File: config.mk
export PLATFORM = sky130hd
export DESIGN_NAME = rollo_support_sampler
export DESIGN_NICKNAME = d
export VERILOG_FILES = /design/src/rtl/rollo_support_sampler.sv
export SDC_FILE = /design/constraint.sdc
export NUM_CORES = 1
export LEC_CHECK = 0
export ABC_CLOCK_PERIOD_IN_PS = 2530
export BUFFER_PORTS_ARGS = -buffer_cell sky130_fd_sc_hd__buf_4
export CAP_MARGIN = 10
export CORE_AREA = 3 3 126 128
export DETAILED_ROUTE_END_ITERATION = 16
export DIE_AREA = 0 0 129 131
export PLACE_DENSITY = 0.79
export SYNTH_ARGS = -nofsm -noshare
export SYNTH_HDL_FRONTEND = slang
export SYNTH_SLANG_ARGS = --single-unit
File: constraint.sdc
create_clock -name clk -period 2.53 [get_ports clk]
set_clock_uncertainty 0.1 [all_clocks]
set_input_delay 0.1265 -clock clk [delete_from_list [all_inputs] [get_ports clk]]
set_output_delay 0.1265 -clock clk [all_outputs]
set_load 0.05 [all_outputs]
File: src/rtl/rollo_support_sampler.sv
`default_nettype none
`timescale 1ns/1ps
// ============================================================================
// Module   : rollo_support_sampler
// Function : Loads the r support basis elements into the GF(2^m) support
//            register file, then issues n random-combination commands driven
//            by a 32-bit Galois LFSR and streams the resulting error
//            coefficients downstream with a valid/ready handshake.
// Revision : 1.0 - initial release
// ============================================================================
module rollo_support_sampler #(
   parameter int N = 83,   // coefficients per job
   parameter int M = 67,   // field element width
   parameter int R = 7     // support dimension / register-file depth
) (
   input  logic                  clk,
   input  logic                  rst_b,
   input  logic                  start,
   input  logic [31:0]           seed,
   input  logic                  basis_valid,
   input  logic [M-1:0]          basis_data,
   output logic                  basis_ready,
   output logic                  rf_rw,
   output logic [R:0]            rf_ctrl_w,
   output logic [$clog2(R)-1:0]  rf_addr,
   output logic [M-1:0]          rf_data_in,
   input  logic [M-1:0]          rf_data_out,
   output logic                  coef_valid,
   output logic [M-1:0]          coef_data,
   output logic [$clog2(N)-1:0]  coef_idx,
   input  logic                  coef_ready,
   output logic                  busy,
   output logic                  done
);

   localparam int AW = $clog2(R);
   localparam int IW = $clog2(N);
   localparam int CW = $clog2(N + 1);   // issue counter must reach N

   localparam logic [1:0] c_idle  = 2'd0;
   localparam logic [1:0] c_load  = 2'd1;
   localparam logic [1:0] c_gen   = 2'd2;
   localparam logic [1:0] c_flush = 2'd3;

   localparam logic [AW-1:0] c_last_load  = AW'(R - 1);
   localparam logic [CW-1:0] c_n          = CW'(N);
   localparam logic [CW-1:0] c_last_issue = CW'(N - 1);
   localparam logic [IW-1:0] c_last_idx   = IW'(N - 1);
   localparam logic [31:0]   c_lfsr_taps  = 32'h8020_0003;

   logic [1:0]    r_state;
   logic [1:0]    w_next_state;
   logic [31:0]   r_lfsr;
   logic [AW-1:0] r_load_cnt;
   logic [CW-1:0] r_issue_cnt;
   logic [IW-1:0] r_cap_cnt;
   logic          r_pending;
   logic          r_coef_valid;
   logic [M-1:0]  r_coef_data;
   logic [IW-1:0] r_coef_idx;

   logic          w_load_acc;
   logic          w_issue;
   logic          w_accept;
   logic          w_last_accept;
   logic [31:0]   w_lfsr_step;

   // Handshake qualifiers shared by the FSM, datapath and outputs.
   assign w_load_acc    = (r_state == c_load) && basis_valid;
   assign w_issue       = (r_state == c_gen) && (r_issue_cnt < c_n) && !r_pending
                          && (!r_coef_valid || coef_ready);
   assign w_accept      = r_coef_valid && coef_ready;
   assign w_last_accept = (r_state == c_flush) && w_accept && (r_coef_idx == c_last_idx);
   assign w_lfsr_step   = (r_lfsr >> 1) ^ (r_lfsr[0] ? c_lfsr_taps : 32'h0);

   // State register.
   always_ff @(posedge clk) begin
      if (!rst_b) r_state <= c_idle;
      else        r_state <= w_next_state;
   end

   // Next-state decode.
   always_comb begin
      w_next_state = r_state;
      case (r_state)
         c_idle:  if (start) w_next_state = c_load;
         c_load:  if (w_load_acc && (r_load_cnt == c_last_load)) w_next_state = c_gen;
         c_gen:   if (w_issue && (r_issue_cnt == c_last_issue)) w_next_state = c_flush;
         c_flush: if (w_last_accept) w_next_state = c_idle;
         default: w_next_state = c_idle;
      endcase
   end

   // Register-file strobes and status outputs, combinational from state and handshake.
   always_comb begin
      basis_ready = 1'b0;
      rf_rw       = 1'b0;
      rf_ctrl_w   = '0;
      rf_addr     = '0;
      rf_data_in  = '0;
      case (r_state)
         c_load: begin
            basis_ready = 1'b1;
            rf_rw       = basis_valid;
            rf_addr     = r_load_cnt;
            rf_data_in  = basis_data;
         end
         c_gen: begin
            // MSB of the random field selects entry 0.
            if (w_issue) rf_ctrl_w = {1'b1, r_lfsr[R-1:0]};
         end
         default: ;
      endcase
      busy = (r_state != c_idle);
      done = w_last_accept;
   end

   // Job datapath: counters, LFSR, command pending flag and output slot.
   always_ff @(posedge clk) begin
      if (!rst_b) begin
         r_lfsr       <= 32'd1;
         r_load_cnt   <= '0;
         r_issue_cnt  <= '0;
         r_cap_cnt    <= '0;
         r_pending    <= 1'b0;
         r_coef_valid <= 1'b0;
         r_coef_data  <= '0;
         r_coef_idx   <= '0;
      end else begin
         if ((r_state == c_idle) && start) begin
            r_lfsr     <= (seed == 32'd0) ? 32'd1 : seed;
            r_load_cnt <= '0;
            r_cap_cnt  <= '0;
         end
         if (w_load_acc) begin
            r_load_cnt <= r_load_cnt + 1'b1;
            if (r_load_cnt == c_last_load) r_issue_cnt <= '0;
         end
         if (w_issue) begin
            r_pending   <= 1'b1;
            r_lfsr      <= w_lfsr_step;
            r_issue_cnt <= r_issue_cnt + 1'b1;
         end
         // The issue rule guarantees the slot is free when the capture lands.
         if (r_pending) begin
            r_coef_data  <= rf_data_out;
            r_coef_idx   <= r_cap_cnt;
            r_coef_valid <= 1'b1;
            r_pending    <= 1'b0;
            r_cap_cnt    <= r_cap_cnt + 1'b1;
         end else if (w_accept) begin
            r_coef_valid <= 1'b0;
         end
      end
   end

   assign coef_valid = r_coef_valid;
   assign coef_data  = r_coef_data;
   assign coef_idx   = r_coef_idx;

endmodule
`default_nettype wire

==> run metrics <==
outcome=finished, final reports clean; Critical Path AT=2.16 ns; min Tclk post-route=2.39 ns; area grow syn2layout=73.1%; pre-CTS WS=between 0.3 and 0.4 ns; Synth top area share=44.0%; CTS tree=built; top post-synthesis cells by area=dfxtp_1 44%, mux2i_1 14%, and2_1 9.0%; max_slew headroom=60.7%; slowest CP cell=dfxtp_1; # Post-CTS Setup Buffers=0; height of the die=131 um; Critical Path Max Stage Delay=about 0.33 ns; CP Max Fanout=30; clock tree root driver cell=clkbuf_16; clock sink total=127; layout cells sized above 1=roughly 34%; Placement Rows=45; crit path capture type=primary output; crit path launch type=register; Clock power frac=25.6%; total internal power=approximately 5.4 mW; Net Switching=3.99 mW; Tightest Pin Transition=0.590 ns; vias after detailed routing=6585; endpoints failing hold=0; Die ar.=about 17000 sq um; register bit total from synthesis=approximately 130; final worst slack=0.141 ns; PD cells=938 nW/um^2; reg2reg start=r_state[0]; Post-Syn Nets=842; WS Path Type=reg -> out; Num CTS Buffers=17; RSZ-0062 raised after global routing=false; vias in the first global route=around 6400; overall routed net length=23300 um; Detailed Route Iter0 Violations=471; leakage=roughly 4.4 nW; area leader, netlist=dfxtp_1; HP Class=in -> reg; # setup viols final=0; port buffer count=327; crit-path cells=inv_1 > ha_1 > a21boi_1 > o2111ai_4 > clkinv_4 > and2_1 > buf_4; Comb pwr share=46.3%; post-route ant nets=0; largest net degree at the start of global routing=70; grt ovf=0; Reg clk slew, reported paths=~0.060 ns; period utilisation layout=94.4%; DRC=0; DR pass1 iterations=5; crit path launch=r_state[0]; commonest cells after routing, fill and taps aside=334 x buf_4, 126 x dfxtp_1, 110 x nor2_1, 102 x dlygate4sd3_1, 83 x and2_1; Synth Area per Inst=8.74 sq um; pins over their slew limit=0; Worst Path Buf+Inv=3; worst-case clock buffer depth=2; leading cell type in the layout, fill and taps excluded=buf_4; IO Count=approximately 330; total track usage=26.1%; Clock Latency Late Sink=0.41 ns; Setup TNS Final=0 ns; CP required=between 2 and 2.5 ns; post-DR vias/cell=5.18; first-pass GRT wire length=34400 um; Core ar.=15000 sq um; min-delay src=rst_b; Layout Nets=about 1300; Distinct cells, synth=43; drt wl/cell=18.3 um; Max Clk Rate=approximately 420 MHz; Cell Area, Synth=5780 sq um; Worst VDD drop=609 uV; Synth Warn #=0; die extent in x=129 um; register area share after synthesis=44.0%; Crit path max-delay family=buffers and inverters; initial antenna violation count=1; RePlAce Congestion=approximately 0.86; sequential power share=about 28%; Post-Synthesis Cells=about 660; Sw Share=42.5%; Max Cap Viol=0; DP Wirelength=15200 um; H-tree Lvls=4; initial core utilization=38.6%
## layout make-up
cell class,count,area [sq um]
antenna,1,2.50
fill,1150,4970
clock inverter,9,109
clock buffer,22,465
tap,188,235
multi-input combinational,474,3000
timing repair buffer,440,3600
inverter,11,47.5
sequential,127,2550
## cells by family (layout without fill, tap and decap cells)
group | count (synthesis) | count (layout) | share of synthesized area (%)
adder cells (fa/ha/maj) | 9 | 9 | 1.95
AO/OA/AOI/OAI | 92 | 92 | 10.8
buffers and inverters | 61 | 482 | 4.44
multiplexers | 80 | 80 | 13.8
AND/OR/NAND/NOR | 288 | 288 | 24.2
other | 0 | 1 | 0
flip-flops | 127 | 127 | 44.0
XOR/XNOR | 5 | 5 | 0.757
## final timing paths
kind                                      end  slack [ns]  cells past startpoint
worst max-delay path             rf_ctrl_w[5]        0.14                      7
worst min-delay path               r_state[1]        0.06                      3
worst max register to register     r_lfsr[16]        0.25                      8
worst min register to register  coef_data[11]        0.39                      2
## cells in the mapped netlist
master / number
a211oi_2: 1
a21boi_0: 1
a21boi_1: 1
a21oi_1: 41
a311oi_1: 5
a31oi_1: 2
a41o_1: 1
and2_1: 83
and3_1: 2
and4b_1: 1
buf_1: 5
buf_2: 13
buf_4: 1
buf_6: 1
clkbuf_1: 30
dfxtp_1: 127
ha_1: 9
inv_1: 9
inv_2: 2
mux2i_1: 80
nand2_1: 47
nand2b_1: 7
nand3_1: 16
nand3b_1: 2
nand4_1: 6
nand4b_1: 1
nand4bb_1: 1
nor2_1: 110
nor3_1: 2
nor4_1: 9
o2111ai_1: 1
o2111ai_2: 1
o21a_1: 2
o21ai_0: 2
o21ai_1: 2
o221ai_1: 1
o22ai_1: 5
o311a_1: 1
o32ai_1: 24
o41ai_1: 1
or3_1: 1
xnor2_1: 2
xor2_1: 3
## metrics by stage
| stage | power [mW] | hold WS (ns) | instance area, sq um | std cells | util, % |
|---|---|---|---|---|---|
| floorplan | 5.48 | 0.170 | 5780 | 662 | - |
| global placement | 6.73 | 0.257 | 8400 | 1138 | 56.1 |
| detailed placement | 6.79 | 0.268 | 8400 | 1138 | 56.1 |
| CTS | 9.34 | 0.0377 | 10000 | 1271 | 66.8 |
| global route | 9.78 | 0.0844 | 10000 | 1272 | 66.8 |
| finish | 9.39 | 0.0562 | 10000 | 1272 | 66.8 |
## layer usage
layer / track usage (%) / share of wire (%) / vias up
met5: 0 / 0 / -
met4: 14.0 / 3.7 / 0
met3: 6.71 / 6.7 / 71
met2: 47.8 / 54 / 333
met1: 27.3 / 36 / 3084
li1: - / - / 3097
## tightest hold or removal path, delay by kind of cell
| kind | cells | cell delay (ns) |
|---|---|---|
| buf+inv | 1 | 0.22 |
| simple gates | 1 | 0.11 |
| mux | 1 | 0.06 |
## what timing repair did
item	in CTS	in global routing
hold buffers	102	0
setup endpoints to repair	6	7
resized for setup	1	3
hold endpoints to repair	99	0
gates cloned	0	0
## flip-flops by register name, indices dropped and copies added, names as in the netlist
signal       count
r_lfsr          32
r_cap_cnt        7
coef_valid       1
coef_data       67
r_issue_cnt      7
r_pending        1
coef_idx         7
r_state          2
r_load_cnt       3
## power groups by stage
stage	Sequential, mW	Clock, mW	Combinational (mW)
floorplan	2.95	0	2.53
global placement	2.64	0	4.09
detailed placement	2.65	0	4.14
CTS	2.61	2.42	4.30
global route	2.68	2.51	4.59
finish	2.64	2.40	4.34
Power figures use the tool's default switching activity.
